## config.mk

```make
export PLATFORM = sky130hd
export DESIGN_NAME = mem_port_arbiter
export DESIGN_NICKNAME = d
export VERILOG_FILES = /design/src/rtl/mem_arb_pkg.sv /design/src/rtl/mem_arb_perf_counters.sv /design/src/rtl/mem_port_arbiter.sv
export SDC_FILE = /design/constraint.sdc
export NUM_CORES = 1
export LEC_CHECK = 0
export CORE_AREA = 2 2 121 123
export DETAILED_ROUTE_END_ITERATION = 12
export DIE_AREA = 0 0 123 125
export PLACE_DENSITY = 0.85
export SETUP_SLACK_MARGIN = 0.2
export SLEW_MARGIN = 20
export SYNTH_ARGS = -nofsm -noshare
export SYNTH_HDL_FRONTEND = slang
export SYNTH_SLANG_ARGS = --single-unit
```

## constraint.sdc

```tcl
create_clock -name clk -period 2 [get_ports clk]
set_input_delay 0.4 -clock clk [delete_from_list [all_inputs] [get_ports clk]]
set_output_delay 0.4 -clock clk [all_outputs]
set_load 0.005 [all_outputs]
```

## src/rtl/mem_arb_pkg.sv

```systemverilog
// mem_arb_pkg
//   Shared types and sizing helpers for the memory port arbiter.
//   - arb_state_t : arbiter FSM states
//   - owner_t     : which requester owns the current memory access
//   - starve_cnt_width() / STARVE_CNT_W : width of the fetch starvation counter
package mem_arb_pkg;

  typedef enum logic [1:0] {
    ARB_IDLE,
    ARB_FETCH,
    ARB_DATA
  } arb_state_t;

  typedef enum logic {
    OWN_IF,
    OWN_DM
  } owner_t;

  localparam int MAX_STARVE_DEFAULT = 4;

  // The counter has to hold every value 0..max_starve inclusive.
  function automatic int starve_cnt_width(input int max_starve);
    return $clog2(max_starve + 1);
  endfunction

  localparam int STARVE_CNT_W = $clog2(MAX_STARVE_DEFAULT + 1);

endpackage

```

## src/rtl/mem_arb_perf_counters.sv

```systemverilog
// mem_arb_perf_counters
//   Free-running 32-bit performance counters for the memory port arbiter.
//   Both counters wrap at 2^32.
// Ports
//   clk          in   rising-edge clock
//   resetn       in   asynchronous active-low reset
//   stall_if     in   fetch is currently stalled
//   dm_accept    in   a data access is being accepted at this edge
//   perf_if_wait out  cycles spent with stall_if high
//   perf_dm_cnt  out  number of data accesses accepted
module mem_arb_perf_counters (
  input  logic        clk,
  input  logic        resetn,
  input  logic        stall_if,
  input  logic        dm_accept,
  output logic [31:0] perf_if_wait,
  output logic [31:0] perf_dm_cnt
);

  always_ff @(posedge clk or negedge resetn) begin
    if (!resetn) begin
      perf_if_wait <= 32'd0;
      perf_dm_cnt  <= 32'd0;
    end else begin
      if (stall_if) begin
        perf_if_wait <= perf_if_wait + 32'd1;
      end
      if (dm_accept) begin
        perf_dm_cnt <= perf_dm_cnt + 32'd1;
      end
    end
  end

endmodule

```

## src/rtl/mem_port_arbiter.sv

```systemverilog
// mem_port_arbiter
//   Shares one single-port memory between instruction fetch (IF) and the
//   load/store stage (DM). Data accesses win ties, except when fetch has been
//   passed over MAX_STARVE times while waiting, in which case fetch wins.
//   Build option: define MEM_ARB_PERF_EN to add the perf_if_wait/perf_dm_cnt
//   counter ports (instantiates mem_arb_perf_counters).
// Ports
//   clk, resetn                     clock, async active-low reset
//   if_req/if_addr                  fetch request (held until if_valid)
//   if_gnt/if_valid/if_rdata        fetch accept pulse, done pulse, read data
//   dm_req/dm_we/dm_addr/dm_wdata   data request (held until dm_valid)
//   dm_gnt/dm_valid/dm_rdata        data accept pulse, done pulse, load data
//   mem_req/mem_we/mem_addr/mem_wdata  registered request to the memory macro
//   mem_ready/mem_rdata             memory completion and read data
//   stall_if/stall_mem              stall requests to the hazard unit
//   perf_if_wait/perf_dm_cnt        (MEM_ARB_PERF_EN only) perf counters
module mem_port_arbiter
  import mem_arb_pkg::*;
#(
  parameter int ADDR_W     = 32,
  parameter int DATA_W     = 32,
  parameter int MAX_STARVE = 4
) (
  input  logic              clk,
  input  logic              resetn,
  input  logic              if_req,
  input  logic [ADDR_W-1:0] if_addr,
  output logic              if_gnt,
  output logic              if_valid,
  output logic [DATA_W-1:0] if_rdata,
  input  logic              dm_req,
  input  logic              dm_we,
  input  logic [ADDR_W-1:0] dm_addr,
  input  logic [DATA_W-1:0] dm_wdata,
  output logic              dm_gnt,
  output logic              dm_valid,
  output logic [DATA_W-1:0] dm_rdata,
  output logic              mem_req,
  output logic              mem_we,
  output logic [ADDR_W-1:0] mem_addr,
  output logic [DATA_W-1:0] mem_wdata,
  input  logic              mem_ready,
  input  logic [DATA_W-1:0] mem_rdata,
  output logic              stall_if,
  output logic              stall_mem
`ifdef MEM_ARB_PERF_EN
  ,
  output logic [31:0]       perf_if_wait,
  output logic [31:0]       perf_dm_cnt
`endif
);

  localparam int CNT_W = starve_cnt_width(MAX_STARVE);
  localparam logic [CNT_W-1:0] STARVE_MAX = CNT_W'(MAX_STARVE);

  arb_state_t       state;
  logic [CNT_W-1:0] starve_cnt;

  logic   if_elig;
  logic   dm_elig;
  logic   fetch_wins;
  logic   accept_if;
  logic   accept_dm;
  logic   access_done;
  owner_t winner;

  assign stall_if  = if_req & ~if_valid;
  assign stall_mem = dm_req & ~dm_valid;

  // A requester whose valid pulse is showing is still holding req from the
  // access that just finished, so it must not be granted again this cycle.
  assign if_elig    = if_req & ~if_valid;
  assign dm_elig    = dm_req & ~dm_valid;
  assign fetch_wins = if_elig & (~dm_elig | (starve_cnt == STARVE_MAX));
  assign winner     = fetch_wins ? OWN_IF : OWN_DM;
  assign accept_if  = (state == ARB_IDLE) & fetch_wins;
  assign accept_dm  = (state == ARB_IDLE) & dm_elig & ~fetch_wins;

  // The macro first sees mem_req during the grant cycle, so a ready in that
  // cycle belongs to no access of ours; completion is only taken afterwards.
  assign access_done = (state != ARB_IDLE) & ~(if_gnt | dm_gnt) & mem_ready;

  // Arbiter FSM with registered memory-side request, pulses and read data.
  always_ff @(posedge clk or negedge resetn) begin
    if (!resetn) begin
      state      <= ARB_IDLE;
      starve_cnt <= '0;
      if_gnt     <= 1'b0;
      if_valid   <= 1'b0;
      if_rdata   <= '0;
      dm_gnt     <= 1'b0;
      dm_valid   <= 1'b0;
      dm_rdata   <= '0;
      mem_req    <= 1'b0;
      mem_we     <= 1'b0;
      mem_addr   <= '0;
      mem_wdata  <= '0;
    end else begin
      if_gnt   <= 1'b0;
      dm_gnt   <= 1'b0;
      if_valid <= 1'b0;
      dm_valid <= 1'b0;
      case (state)
        ARB_IDLE: begin
          if (accept_if || accept_dm) begin
            mem_req <= 1'b1;
            if (winner == OWN_IF) begin
              state      <= ARB_FETCH;
              if_gnt     <= 1'b1;
              mem_we     <= 1'b0;
              mem_addr   <= if_addr;
              starve_cnt <= '0;
            end else begin
              state     <= ARB_DATA;
              dm_gnt    <= 1'b1;
              mem_we    <= dm_we;
              mem_addr  <= dm_addr;
              mem_wdata <= dm_wdata;
              if (if_req && (starve_cnt != STARVE_MAX)) begin
                starve_cnt <= starve_cnt + 1'b1;
              end
            end
          end
        end
        ARB_FETCH: begin
          if (access_done) begin
            state    <= ARB_IDLE;
            mem_req  <= 1'b0;
            if_valid <= 1'b1;
            if_rdata <= mem_rdata;
          end
        end
        ARB_DATA: begin
          if (access_done) begin
            state    <= ARB_IDLE;
            mem_req  <= 1'b0;
            dm_valid <= 1'b1;
            if (!mem_we) begin
              dm_rdata <= mem_rdata;
            end
          end
        end
        default: begin
          state   <= ARB_IDLE;
          mem_req <= 1'b0;
        end
      endcase
    end
  end

`ifdef MEM_ARB_PERF_EN
  mem_arb_perf_counters u_perf (
    .clk          (clk),
    .resetn       (resetn),
    .stall_if     (stall_if),
    .dm_accept    (accept_dm),
    .perf_if_wait (perf_if_wait),
    .perf_dm_cnt  (perf_dm_cnt)
  );
`endif

endmodule

```

; Yosys cells after proc, flatten, opt, wreduce, memory -nomap -nowiden
; Index checks and enable logic that the tools add are counted.
[op_classes]
eq_ne = 6
n_mux = 20
n_addsub = 1
n_bitwise = 16
reduce_logical = 12
[op_table]
columns = cell, n
row1 = $mux 32, 1
row2 = $mux 1, 12
row3 = $reduce_and 3->1, 3
row4 = $and 1x1->1, 8
row5 = $mux 2, 3
row6 = $mux 3, 2
row7 = $not 1->1, 6
row8 = $reduce_and 2->1, 3
row9 = $ne 2x1->1 const B, 2
row10 = $pmux 2 s2, 1
row11 = $reduce_bool 2->1, 2
row12 = $add 3x1->3 const B, 1
row13 = $eq 3x3->1 const B, 1
row14 = $ne 3x3->1 const B, 1
row15 = $eq 2x1->1 const B, 1
row16 = $eq 2x2->1 const B, 1
row17 = $logic_not 2->1, 1
row18 = $or 1x1->1, 2
row19 = $pmux 1 s2, 1
row20 = $reduce_or 2->1, 1
row21 = $logic_and 1x1->1, 1
row22 = $logic_or 1x1->1, 1
[totals]
elab_cells = 67
output_inout_bits = 136
ff_bits = 139

; Logic depth before layout (Yosys ltp)
; Gate-level depths: netlist (run 1).
[logic_depth]
depth_word = 10
depth_mapped = 8

; Least setup slack after synthesis (run 1)
; OpenSTA, ideal clock, no wires.
[synth_timing]
kind = register to register
startpoint = register state[1]
endpoint = register dm_rdata[0]
arrival_ns = 1.745
t_required_ns = 1.875
path_stages_with_launch = 8
n_path_buf = 2
slack_ns = 0.130
path_cell_list = dfrtp_1 > inv_1 > ha_1 > buf_6 > nor4b_4 > nand3b_2 > buf_6 > mux2_4
[synth_via]
elab_chain_cells = 4
word_cells_on_any_way = 5
classes_between = eq/ne: 1 / bitwise: 2 / reduce/logical: 2
[synth_rtl]
columns = item, line
row1 = "start, declared", mem_port_arbiter.sv:56  ; arb_state_t state;
row2 = "start signal, assigned", mem_port_arbiter.sv:86  ; state <= ARB_IDLE;
row3 = "start signal, assigned", mem_port_arbiter.sv:108  ; state <= ARB_FETCH;
row4 = "start signal, assigned", mem_port_arbiter.sv:114  ; state <= ARB_DATA;
row5 = $reduce_bool 2->1, mem_port_arbiter.sv:81  ; assign access_done = (state != ARB_IDLE) & ~(if_gnt | dm_gnt) & mem_ready;
row6 = $and 1x1->1 (2 in series), mem_port_arbiter.sv:81
row7 = $reduce_and 3->1 (no source line) (*), --
row8 = "end signal, assigned", mem_port_arbiter.sv:139  ; dm_rdata <= mem_rdata;
row9 = "end, declared", mem_port_arbiter.sv:37  ; output logic [DATA_W-1:0] dm_rdata,
; Every way passes the cells marked *; elsewhere a longest branch is shown, timed or not.
; A chain may end at the register's enable or synchronous reset.

; Worst setup path in the final report (run 1)
[layout_timing]
startpoint = register starve_cnt[1]
endpoint = register mem_wdata[13]
[layout_via]
elab_chain_cells = 7
word_cells_on_any_way = 8
classes_between = eq/ne: 1 / bitwise: 5 / reduce/logical: 2
[layout_rtl]
columns = item, line
row1 = "start, declared", mem_port_arbiter.sv:57  ; logic [CNT_W-1:0] starve_cnt;
row2 = "start signal, assigned", mem_port_arbiter.sv:120  ; starve_cnt <= starve_cnt + 1'b1;
row3 = $eq 3x3->1 (*), mem_port_arbiter.sv:74  ; assign fetch_wins = if_elig & (~dm_elig | (starve_cnt == STARVE_MAX));
row4 = $or 1x1->1 (*), mem_port_arbiter.sv:74
row5 = $and 1x1->1 (*), mem_port_arbiter.sv:74
row6 = $not 1->1, mem_port_arbiter.sv:77  ; assign accept_dm = (state == ARB_IDLE) & dm_elig & ~fetch_wins;
row7 = $and 1x1->1, mem_port_arbiter.sv:77
row8 = $logic_or 1x1->1, mem_port_arbiter.sv:105  ; if (accept_if || accept_dm) begin
row9 = $reduce_and 3->1 (no source line) (*), --
row10 = "end signal, assigned", mem_port_arbiter.sv:118  ; mem_wdata <= dm_wdata;
row11 = "end, declared", mem_port_arbiter.sv:41  ; output logic [DATA_W-1:0] mem_wdata,
; Marks and branches as above.

==> results.sh, run 1 <==
export IMPL_end_kind="register"
export IMPL_ir_drop_mv=0.748
export IMPL_h_tree_depth=4
export IMPL_n_fill_cell=1030
export IMPL_fp_dieH_um=125
export IMPL_grt_ovfl_total=0
export IMPL_diodes=0
export IMPL_cts_max_path_buffers=2
export IMPL_routed_via_density=4.93
export IMPL_path_cells="inv_1, ha_2, and2_4, o21a_1, nor2_4, clkbuf_16, mux2_2"
export IMPL_fin_skew_ns=0.00791
export IMPL_synth_area_leader_cell="dfrtp_1"
export IMPL_relSlewSlack_pct=70.5
export IMPL_gp_congestion=0.840
export IMPL_timing_critical_path_buf_inv=2
export IMPL_critPathTopFamily="flip-flops"
export IMPL_cts_buffers=17
export IMPL_pre_cts_ws_ns=-0.0766
export IMPL_grt_pass1_vias=5014
export IMPL_wire_per_inst_um=17.6
export IMPL_synth_cells=434
export IMPL_yosysWarningCount=0
export IMPL_slew_violations=0
export IMPL_initial_core_util_pct=40.2
export IMPL_coreArea_sq_um=14200
export IMPL_maxCapViolCount=0
export IMPL_seq_area_frac_synth_pct=60.9
export IMPL_cts_sinks=139
export IMPL_final_hold_violation_count=0
export IMPL_synthMostInstantiatedCell="dfrtp_1"
export IMPL_row_count=44
export IMPL_area_delta_synth_final_pct=67.1
export IMPL_grt_max_degree=49
export IMPL_path_clk_slew_ns=0.06
export IMPL_p_total_uw=14700
export IMPL_antenna_found_initial=0
export IMPL_rsz0062_at_grt="true"
export IMPL_clkLatencyLatePin_ns=0.41
export IMPL_vias=4556
export IMPL_drtIter0Drc=159
export IMPL_cts_root_buf="clkbuf_16"
export IMPL_drc=0
export IMPL_placed_cell_area_sq_um=8780
export IMPL_cts_tree="built"
export IMPL_fin_crit_sh_pct=91.8
export IMPL_die_w_um=123
export IMPL_path_class="reg -> reg"
export IMPL_syn_area_per_cell_sq_um=13.2
export IMPL_crit_slowest_cell="dfrtp_1"
export IMPL_synth_ff_latch_count=139
export IMPL_cp_max_fo=14
export IMPL_fin_util_pct=67.2
export IMPL_grt_pass1_wl_mm=25.2
export IMPL_status="completed"
export IMPL_ioPinCount=270
export IMPL_startpoint_type="register"
export IMPL_worstPathArrival_ns=2.14
export IMPL_setup_viol=0
export IMPL_worst_pin_slew_ns=0.442
export IMPL_synth_common_cells="dfrtp_1 (139), a21oi_1 (67), mux2_2 (63)"
export IMPL_ys_flop_type="dfrtp_1"
export IMPL_dp_hpwl_mm=11.6
export IMPL_io_buffers=269
export IMPL_synth_area_sq_um=5710
export IMPL_final_design_area_no_fill_sq_um=9540
export IMPL_slowest_delay_ns=0.37
export IMPL_drive_gt1_share_pct=22.4
export IMPL_async_flop_share_pct=100
export IMPL_hold_path_class="reg -> reg"
export IMPL_p_leak_uw=0.00428
export IMPL_fin_crit_ns=1.84
export IMPL_yosysTopAreaCellShare_pct=60.9
export IMPL_synth_area_top_cells="dfrtp_1 (61%), mux2_2 (12%), mux2_4 (7.9%)"
export IMPL_nets=866
export IMPL_wirelength_mm=16.3
export IMPL_synth_edf_count=0
export IMPL_worstPathRequired_ns=2.30
export IMPL_dr_pass1_iters=5
export IMPL_dieArea_sq_um=15400
export IMPL_p_per_area_nw_per_um2=1540
export IMPL_ys_types=33
export IMPL_max_freq_mhz=545
export IMPL_synth_nets=573
export IMPL_grt_total_usage_pct=21.3
export IMPL_drtAntennaViolNets=0
export IMPL_setup_ws_ns=0.164
cells by family (layout without fill, tap and decap cells):
family	Yosys count	count (layout)	share of synthesized area, %
compound gates	80	80	7.54
fa+ha+maj	5	5	1.10
buf+inv	32	338	3.11
flops	139	139	60.9
mux	96	96	20.9
simple gates	82	82	6.40
registers in the layout, indices dropped and copies added (netlist names):
signal / flops
state: 2
mem_req: 1
if_valid: 1
dm_rdata: 32
dm_valid: 1
mem_wdata: 32
mem_we: 1
if_gnt: 1
starve_cnt: 3
mem_addr: 32
dm_gnt: 1
if_rdata: 32
per-layer routing:
metal	track usage, %	share of wire, %	vias up
met3	7.48	9.3	31
met5	0	0	-
met4	9.56	2.8	0
li1	-	-	2087
met2	36.8	51	233
met1	23.4	37	2205
what timing repair did:
action	4_1_cts	5_1_grt
pin swaps	1	0
gates resized for setup	6	11
gates cloned	0	2
buffers inserted	2	3
setup endpoints to repair	81	115
endpoints found under the hold margin	43	0
hold buffers	1	0
metrics by stage:
step,hold slack (ns),TNS (ns),instances
4_1_cts,0.493,0,919
3_5_place_dp,0.358,-2.51,884
6_report,0.493,0,924
5_1_grt,0.521,0,924
3_3_place_gp,0.350,-0.681,884
2_1_floorplan,0.104,0,434
path summary, 6_finish.rpt:
check | endpoint | slack [ns] | cells after the start | start
hold reg to reg | mem_wdata[5] | 0.49 | 1 | mem_wdata[5]
hold / removal | mem_wdata[5] | 0.49 | 1 | mem_wdata[5]
setup reg to reg | mem_wdata[13] | 0.16 | 7 | starve_cnt[1]
setup / recovery | mem_wdata[13] | 0.16 | 7 | starve_cnt[1]
max in group asynchronous | mem_addr[13] | 0.88 | 3 | resetn
min in group asynchronous | dm_rdata[6] | 0.51 | 2 | resetn
report_power, final:
group          total [uW]  internal [uW]  switching, uW
Combinational        6490           4210           2290
Sequential           4950           4160            786
Clock                3270           2100           1170
cell usage in the layout (no fill, tap or decap), types with 2 or more instances in the layout:
master and n:
buf_12 9, inv_2 3, inv_1 6, buf_4 14, a22o_1 3, buf_6 3, nand2_1 34, dfrtp_1 139
bufinv_16 3, mux2_4 32, mux2_2 61, nand3_1 3, a21oi_1 65, clkbuf_1 2, nor2_1 34, clkbuf_16 19
clkdlybuf4s50_1 266, clkinvlp_4 3, o21ai_0 3, ha_1 3, mux2_1 3, nand2b_1 2, clkbuf_8 4
final cells by class:
type                            count  area [sq um]  area share [%]
Timing Repair Buffer              297          3060            32.0
Tap cell                          184           230            2.41
Multi-Input combinational cell    263          2120            22.2
Sequential cell                   139          3480            36.5
Clock inverter                      9           135            1.42
Inverter                            9          33.8           0.354
Clock buffer                       23           488            5.12
Note: power is estimated with default switching activity, not from simulation.
==> run 2, diff against run 1 <==
--- a/config.mk
+++ b/config.mk
@@ -8,6 +8,7 @@
 export CORE_AREA = 2 2 121 123
 export DETAILED_ROUTE_END_ITERATION = 12
 export DIE_AREA = 0 0 123 125
+export GPL_ROUTABILITY_DRIVEN = 0
 export PLACE_DENSITY = 0.85
 export SETUP_SLACK_MARGIN = 0.2
 export SLEW_MARGIN = 20
==> results of run 2 <==
The final DEF is identical to that of run 1; final timing and power are the same.
